==> src/rtl/logic_unit_pipe_pkg.sv <==
// rtl/logic_unit_pipe_pkg.sv - op codes and flag bundle shared by the logic unit pipeline
package logic_unit_pipe_pkg;

  typedef enum logic [2:0] {
    LU_AND   = 3'd0,
    LU_OR    = 3'd1,
    LU_XOR   = 3'd2,
    LU_NAND  = 3'd3,
    LU_NOR   = 3'd4,
    LU_XNOR  = 3'd5,
    LU_NOTA  = 3'd6,
    LU_PASSA = 3'd7
  } lu_op_e;

  typedef struct packed {
    logic zero;
    logic parity;
    logic ones;
  } lu_flags_t;

endpackage

==> src/rtl/logic_unit_pipe_if.sv <==
// rtl/logic_unit_pipe_if.sv - operand/result handshake bundle for the logic unit pipeline
interface logic_unit_pipe_if #(
  parameter int WIDTH = 8
);
  logic             in_valid;
  logic             in_ready;
  logic [2:0]       op;
  logic [WIDTH-1:0] a;
  logic [WIDTH-1:0] b;
  logic             out_valid;
  logic             out_ready;
  logic [WIDTH-1:0] y;
  logic             zero;
  logic             parity;
  logic             ones;

  modport master (
    output in_valid, op, a, b, out_ready,
    input  in_ready, out_valid, y, zero, parity, ones
  );

  modport slave (
    input  in_valid, op, a, b, out_ready,
    output in_ready, out_valid, y, zero, parity, ones
  );
endinterface

==> src/rtl/xor_reduce.sv <==
// rtl/xor_reduce.sv - combinational XOR tree; 1 = odd number of ones in data_i
module xor_reduce #(
  parameter int WIDTH = 8
) (
  input  logic [WIDTH-1:0] data_i,
  output logic             parity_o
);

  assign parity_o = ^data_i;

endmodule

==> src/rtl/logic_unit_pipe.sv <==
// rtl/logic_unit_pipe.sv - two-stage bitwise logic unit with registered zero/parity/ones flags
module logic_unit_pipe
  import logic_unit_pipe_pkg::*;
#(
  parameter int WIDTH = 8
) (
  input logic              clk,
  input logic              rst,
  logic_unit_pipe_if.slave lu
);

  logic             adv1;
  logic             adv2;
  logic             s1_v_q, s1_v_d;
  logic             s2_v_q, s2_v_d;
  logic [WIDTH-1:0] r1_q, r1_d;
  logic [WIDTH-1:0] y_q, y_d;
  lu_flags_t        flags_q, flags_d;
  lu_flags_t        r1_flags;
  logic [WIDTH-1:0] op_res;
  logic             r1_parity;
  lu_op_e           op_sel;

  assign op_sel = lu_op_e'(lu.op);

  always_comb begin
    op_res = lu.a;
    case (op_sel)
      LU_AND:   op_res = lu.a & lu.b;
      LU_OR:    op_res = lu.a | lu.b;
      LU_XOR:   op_res = lu.a ^ lu.b;
      LU_NAND:  op_res = ~(lu.a & lu.b);
      LU_NOR:   op_res = ~(lu.a | lu.b);
      LU_XNOR:  op_res = ~(lu.a ^ lu.b);
      LU_NOTA:  op_res = ~lu.a;
      LU_PASSA: op_res = lu.a;
      default:  op_res = lu.a;
    endcase
  end

  // No skid buffer: a stall at the consumer ripples straight back to in_ready.
  assign adv2 = !s2_v_q || lu.out_ready;
  assign adv1 = !s1_v_q || adv2;

  xor_reduce #(.WIDTH(WIDTH)) u_parity (
    .data_i  (r1_q),
    .parity_o(r1_parity)
  );

  always_comb begin
    r1_flags.zero   = (r1_q == '0);
    r1_flags.parity = r1_parity;
    r1_flags.ones   = (r1_q == '1);
  end

  always_comb begin
    s1_v_d  = s1_v_q;
    r1_d    = r1_q;
    s2_v_d  = s2_v_q;
    y_d     = y_q;
    flags_d = flags_q;
    if (adv1) begin
      s1_v_d = lu.in_valid;
      if (lu.in_valid) r1_d = op_res;
    end
    if (adv2) begin
      s2_v_d = s1_v_q;
      if (s1_v_q) begin
        y_d     = r1_q;
        flags_d = r1_flags;
      end
    end
  end

  always_ff @(posedge clk or posedge rst) begin
    if (rst) begin
      s1_v_q  <= 1'b0;
      r1_q    <= '0;
      s2_v_q  <= 1'b0;
      y_q     <= '0;
      flags_q <= '0;
    end else begin
      s1_v_q  <= s1_v_d;
      r1_q    <= r1_d;
      s2_v_q  <= s2_v_d;
      y_q     <= y_d;
      flags_q <= flags_d;
    end
  end

  assign lu.in_ready  = adv1;
  assign lu.out_valid = s2_v_q;
  assign lu.y         = y_q;
  assign lu.zero      = flags_q.zero;
  assign lu.parity    = flags_q.parity;
  assign lu.ones      = flags_q.ones;

endmodule

==> src/flat_wrapper.sv <==
// flat-port wrapper written by rule: the top's interface ports become plain ports
module logic_unit_pipe_flat import logic_unit_pipe_pkg::*;
#(
  parameter int WIDTH = 8
)
  (clk, rst, lu_in_valid, lu_op, lu_a, lu_b, lu_out_ready, lu_in_ready, lu_out_valid, lu_y, lu_zero, lu_parity, lu_ones);
  logic_unit_pipe_if #(.WIDTH(WIDTH)) lu_i ();
  input logic clk;
  input logic rst;
  input wire logic [$bits(lu_i.in_valid)-1:0] lu_in_valid;
  input wire logic [$bits(lu_i.op)-1:0] lu_op;
  input wire logic [$bits(lu_i.a)-1:0] lu_a;
  input wire logic [$bits(lu_i.b)-1:0] lu_b;
  input wire logic [$bits(lu_i.out_ready)-1:0] lu_out_ready;
  output wire logic [$bits(lu_i.in_ready)-1:0] lu_in_ready;
  output wire logic [$bits(lu_i.out_valid)-1:0] lu_out_valid;
  output wire logic [$bits(lu_i.y)-1:0] lu_y;
  output wire logic [$bits(lu_i.zero)-1:0] lu_zero;
  output wire logic [$bits(lu_i.parity)-1:0] lu_parity;
  output wire logic [$bits(lu_i.ones)-1:0] lu_ones;
  assign lu_i.in_valid = lu_in_valid;
  assign lu_i.op = lu_op;
  assign lu_i.a = lu_a;
  assign lu_i.b = lu_b;
  assign lu_i.out_ready = lu_out_ready;
  assign lu_in_ready = lu_i.in_ready;
  assign lu_out_valid = lu_i.out_valid;
  assign lu_y = lu_i.y;
  assign lu_zero = lu_i.zero;
  assign lu_parity = lu_i.parity;
  assign lu_ones = lu_i.ones;
  logic_unit_pipe #(.WIDTH(WIDTH)) u_core (.clk(clk), .rst(rst), .lu(lu_i));
endmodule
==> config.mk <==
export PLATFORM = sky130hd
export DESIGN_NAME = logic_unit_pipe_flat
export DESIGN_NICKNAME = d
export VERILOG_FILES = /design/src/rtl/logic_unit_pipe_pkg.sv /design/src/rtl/logic_unit_pipe_if.sv /design/src/rtl/xor_reduce.sv /design/src/rtl/logic_unit_pipe.sv /design/src/flat_wrapper.sv
export SDC_FILE = /design/constraint.sdc
export NUM_CORES = 1
export LEC_CHECK = 0
export ABC_AREA = 1
export CAP_MARGIN = 20
export CELL_PAD_IN_SITES_DETAIL_PLACEMENT = 1
export CELL_PAD_IN_SITES_GLOBAL_PLACEMENT = 2
export CORE_MARGIN = 5
export CORE_UTILIZATION = 30
export CTS_BUF_LIST = sky130_fd_sc_hd__clkbuf_4 sky130_fd_sc_hd__clkbuf_8 sky130_fd_sc_hd__clkbuf_16
export DETAILED_ROUTE_END_ITERATION = 12
export GPL_TIMING_DRIVEN = 0
export PLACE_DENSITY = 0.91
export SYNTH_ARGS = -nofsm -noshare
export SYNTH_HDL_FRONTEND = slang
export SYNTH_SLANG_ARGS = --single-unit
==> constraint.sdc <==
create_clock -name clk -period 1.73 [get_ports clk]
set_clock_uncertainty 0.05 [all_clocks]
set_input_delay 0.2595 -clock clk [delete_from_list [all_inputs] [get_ports clk]]
set_output_delay 0.2595 -clock clk [all_outputs]
set_load 0.05 [all_outputs]
==> results of run 1 <==
## power by group through the flow
stage                     Sequential [mW]  Clock, mW  Combinational [mW]
after floorplan                     0.937          0               0.444
final                               0.678      0.339               0.967
after CTS                           0.682      0.361               0.989
after detailed placement            0.695          0                1.03
after global placement              0.681          0                1.01
after global routing                0.698      0.368                1.07
## cell type report
type	count	area (um^2)
multi-input combinational	205	1220
clock buffer	4	48.8
sequential	21	526
inverter	48	188
fill	856	4220
buffer	14	115
timing repair buffer	32	305
tap	80	100
## worst max-delay path by stage
stage	startpoint	end	slack (ns)	depth (start not counted)
after CTS	lu_out_ready	lu_in_ready	0.03	4
after global placement	lu_out_ready	lu_in_ready	-0.26	4
final	lu_out_ready	lu_in_ready	0.04	4
after floorplan	u_core.lu.out_valid$_DFFE_PP0P_	u_core.r1_q[0]$_DFFE_PP0P_	0.07	6
after detailed placement	lu_out_ready	lu_in_ready	-0.28	4
after global routing	lu_out_ready	lu_in_ready	0.008	4
## per-layer routing
metal	share of wire [%]	global-route usage [%]
met4	1.7	5.07
met2	51	25.2
met5	0	0
met3	3.3	0.975
met1	44	16.3
## cells in the mapped netlist
library cell,number,area (um^2)
ha_1,24,300
a21oi_1,9,45.0
dfrtp_1,21,526
buf_4,1,7.51
inv_4,1,6.26
nand3b_1,8,60.1
buf_2,5,25.0
nand2_1,84,315
o21ai_0,13,65.1
nor2_8,3,60.1
xnor2_1,3,26.3
buf_6,7,78.8
nand4_1,30,188
nand3_1,11,55.1
nand2_4,2,22.5
clkbuf_1,1,3.75
inv_2,2,7.51
nand3_2,1,10.0
inv_1,44,165
inv_6,1,8.76
nor2_1,16,60.1
nand2_2,1,6.26
## critical path, stage by stage
cell	delay (ns)
clkdlybuf4s50_1	0.45
inv_1	0.08
nand3_4	0.08
clkdlybuf4s15_1	0.50
## logic make-up after synthesis
group / count (synthesis)
simple gates: 156
buf+inv: 62
fa+ha+maj: 24
compound gates: 22
flops: 21
xor+xnor: 3
## flip-flops by register name, indices dropped and copies added (netlist names)
register	count
u_core.r1_q	8
u_core.lu.zero	1
u_core.lu.out_valid	1
u_core.lu.ones	1
u_core.s1_v_q	1
u_core.lu.y	8
u_core.lu.parity	1
## through the flow
step	setup TNS (ns)	utilization (%)
final	0	37.3
after global routing	0	37.3
after global placement	-0.286	36.8
after floorplan	0	-
after detailed placement	-0.419	36.8
after CTS	0	37.3
## timing repair
item,CTS,global route
endpoints found under the setup margin,13,0
endpoints found under the hold margin,0,0
gates resized for setup,14,0
==> results.ini, run 1 <==
[status]
status = complete, no violations

[power_and_ir_drop]
switching_share_pct = 44.1
power_mw = 1.98
ir_drop_uv = 274
seq_power_share_pct = 34.2
intPower_mw = 1.11
p_comb_share_pct = 48.7
switchingPower_mw = 0.875
p_leak_nw = 1.42
powerDensity_nw_per_um2 = 792
pwr-share-clk_pct = 17.1

[synthesis]
syn_avg_cell_area_um2 = 7.09
muxShareOfSynthArea_pct = 0
synth_seq_area_share_pct = 25.7
synth_cell_types = 22
yosys.area_share.simple_pct = 38.1
synth-compound-area-share_pct = 5.39
syn-cell-area_um2 = 2040
synthCells = 288
synth_top_family_by_area = simple AND/OR/NAND/NOR gates
synthesis.nets = 335
ys_ff_latch = 21
yosys_warnings = 0
synthXorXnorAreaFrac_pct = 1.29
synth_adder_area_share_pct = 14.7

[timing]
setup_slack_ns = 0.0449
setup_viol = 0
maxSlewHeadroom_pct = 46.9
worstMarginPinSlew_ns = 0.796
hold_viol = 0
max_freq_mhz = 593
drv_slew = 0
min_period_over_period_pct = 97.4
whs_ns = 0.401
rsz0062_at_grt = no
fin_crit_ns = 1.69

[job]
drv_cap = 0

[floorplan]
fp-row-count = 30
start_util_pct = 30.4
core_area_um2 = 6720
die_y_um = 92.5
dieWidth_um = 92.5
io_pins = 36
die_area_um2 = 8560

[critical_path]
rrSetupSlack_ns = 0.33
crit_type = in -> out
r2r_end = u_core.lu.parity$_DFFE_PP0P_
critPathMaxFanout = 3
arrival_ns = 1.38
r2r_start = u_core.r1_q[6]$_DFFE_PP0P_
worst_setup_path_end_kind = output port
rr_worst_depth = 5
required_ns = 1.42
critPathLaunchType = primary input

[layout]
drive_gt1_share_pct = 8.64
stdcell_count = 404
fin_area_um2 = 2500
syn_to_final_growth_pct = 22.6
diodes = 0
final_common_cell = nand2_1
layout_common_cells = nand2_1, inv_1, nand4_1, ha_1, dfrtp_1
nets = 372

[clock_tree]
clk_latency_ns = 0.26
clockBufferDepth = 2
cts_setup_buffers = 0
postCtsHoldBufs = 0
cts_tree = built
htree_num_levels = 1
cts.sinks = 21
clkTransAtPathRegs_ns = 0.08
cts-buffers-inserted = 3
cts-root-buf = clkbuf_8

[global_routing]
grt_max_degree = 22
grt_use_total_pct = 13.6
grt_first_pass_wirelength_um = 9450
grt_overflow = 0
grt_pass1_vias = 1962
antenna_found_initial = 0

[drt]
first_iter_violations = 30
vias = 1928
antenna_left = 0
wl_per_cell_um = 13.7
drc = 0
dr.pass1.iters = 4
routed_via_density = 4.77
routed_wl_um = 5540

[placed_design]
dpl_cell_area_um2 = 2470
dpl_worst_slack_ns = -0.279
gp_congestion = 0.806
dp.final_hpwl_um = 4340
port_buffers = 32
dp_cells = 400

[hold_path]
hold_path_class = in -> async

No activity file was read; power rests on OpenSTA's default activity.
==> inputs of run 2 (changes only) <==
- CTS_BUF_LIST: sky130_fd_sc_hd__clkbuf_4 sky130_fd_sc_hd__clkbuf_8 sky130_fd_sc_hd__clkbuf_16 -> sky130_fd_sc_hd__clkbuf_8
- SKIP_CTS_REPAIR_TIMING: default -> 1
==> run 2 against run 1 <==
- sequential power barely moved
- final area rose by 1.7%
- register-to-register slack got worse by 0.02 ns
- combinational power rose by 5%
- power rose by 1.5%
- non-clock buffer count did not move
- sequential share of layout area fell by 0.36 points
- clock power fell by 6.2%
==> results.ini, run 2 (same netlist as run 1, synthesis figures left out) <==
[global_routing]
grt_use_total_pct = 13.7
grt_first_pass_wirelength_um = 9450
grt_max_degree = 22
grt_pass1_vias = 1967
antenna_found_initial = 0
grt_overflow = 0

[timing]
min_period_over_period_pct = 92.8
maxSlewHeadroom_pct = 46.8
fin_crit_ns = 1.61
drv_slew = 0
whs_ns = 0.402
max_freq_mhz = 623
worstMarginPinSlew_ns = 0.797
setup_viol = 0
hold_viol = 0
rsz0062_at_grt = no

[critical_path]
crit_type = in -> out
crit_slowest_cell = clkdlybuf4s50_1
worst_setup_path_end_kind = output port
arrival_ns = 1.30
cp.depth = 4
crit_path_max_incr_delay_ns = 0.45
critPathMaxFanout = 3
startpoint = lu_out_ready
r2r_start = u_core.r1_q[6]$_DFFE_PP0P_
rrSetupSlack_ns = 0.31
r2r_end = u_core.lu.parity$_DFFE_PP0P_
cp-endpoint = lu_in_ready
critPathTopFamily = buffers and inverters
critPathLaunchType = primary input
rr_worst_depth = 5
crit_chain = clkdlybuf4s50_1, inv_1, nand3_4, dlymetal6s2s_1
required_ns = 1.42
path_buf_inv = 3

[clock_tree]
clockBufferDepth = 2
clkTransAtPathRegs_ns = 0.08
clk_latency_ns = 0.26
cts_tree = built
cts-root-buf = clkbuf_8
cts.sinks = 21
cts-buffers-inserted = 3
htree_num_levels = 1

[status]
status = complete, no violations

[drt]
routed_via_density = 4.78
vias = 1930
first_iter_violations = 31
wl_per_cell_um = 13.8
routed_wl_um = 5580
drc = 0
dr.pass1.iters = 4
antenna_left = 0

[floorplan]
die_y_um = 92.5
start_util_pct = 30.4
core_area_um2 = 6720
die_area_um2 = 8560
dieWidth_um = 92.5
io_pins = 36
fp-row-count = 30

[job]
drv_cap = 0

[layout]
syn_to_final_growth_pct = 24.8
regArea_um2 = 526
final_common_cell = nand2_1
stdcell_count = 404
layout_common_cells = nand2_1, inv_1, nand4_1, ha_1, dfrtp_1
diodes = 0
drive_gt1_share_pct = 8.33
nets = 372
multi_input_area_um2 = 1220
fillCellCount = 846

[placed_design]
port_buffers = 32
dp.final_hpwl_um = 4340
gp_congestion = 0.806
dp_cells = 400

[power_and_ir_drop]
p_leak_nw = 1.55
ir_drop_uv = 276
powerDensity_nw_per_um2 = 790

[hold_path]
hold_path_class = in -> async

==> run 2: where the power goes <==
| group | leakage [nW] | internal, mW | switching, mW |
|---|---|---|---|
| Combinational | 1.26 | 0.371 | 0.646 |
| Sequential | 0.264 | 0.603 | 0.0753 |
| Clock | 0.0269 | 0.158 | 0.160 |
| Total | 1.55 | 1.13 | 0.880 |
==> run 2: worst min path at each step <==
| stage | endpoint | start |
|---|---|---|
| 3_5_place_dp | u_core.lu.y[2]$_DFFE_PP0P_ | u_core.lu.y[2]$_DFFE_PP0P_ |
| 3_3_place_gp | u_core.lu.parity$_DFFE_PP0P_ | u_core.lu.parity$_DFFE_PP0P_ |
| 4_1_cts | u_core.lu.out_valid$_DFFE_PP0P_ | rst |
| 6_report | u_core.lu.out_valid$_DFFE_PP0P_ | rst |
| 2_1_floorplan | u_core.lu.ones$_DFFE_PP0P_ | rst |
| 5_1_grt | u_core.lu.y[2]$_DFFE_PP0P_ | u_core.lu.y[2]$_DFFE_PP0P_ |
==> run 2: final cells by class <==
| type | count | share of cell area, % |
|---|---|---|
| clock buffers | 3 | 1.62 |
| well taps | 80 | 3.93 |
| repair buffers | 32 | 13.9 |
| flip-flops and latches | 21 | 20.6 |
| inverters | 48 | 7.37 |
| plain buffers | 14 | 4.52 |
| clock inverters | 1 | 0.147 |
| multi-input cells | 205 | 47.9 |
==> run 2: layer usage <==
layer  vias to the layer above  part of all wire (%)  track usage [%]
met5                         -                     0                0
met4                         0                   1.7             5.07
met3                         8                   3.7            0.975
met2                        39                    51             25.3
met1                       888                    43             16.3
li1                        995                     -                -
==> run 2: through the flow <==
stage,total power [mW],setup WS [ns],cell area (um^2),util (%),setup TNS (ns)
4_1_cts,2.06,-0.279,2510,37.4,-0.580
5_1_grt,2.17,0.0776,2550,37.9,0
2_1_floorplan,1.38,0.0716,2050,-,0
3_5_place_dp,1.73,-0.279,2470,36.8,-0.419
3_3_place_gp,1.69,-0.261,2470,36.8,-0.286
6_report,2.01,0.124,2550,37.9,0
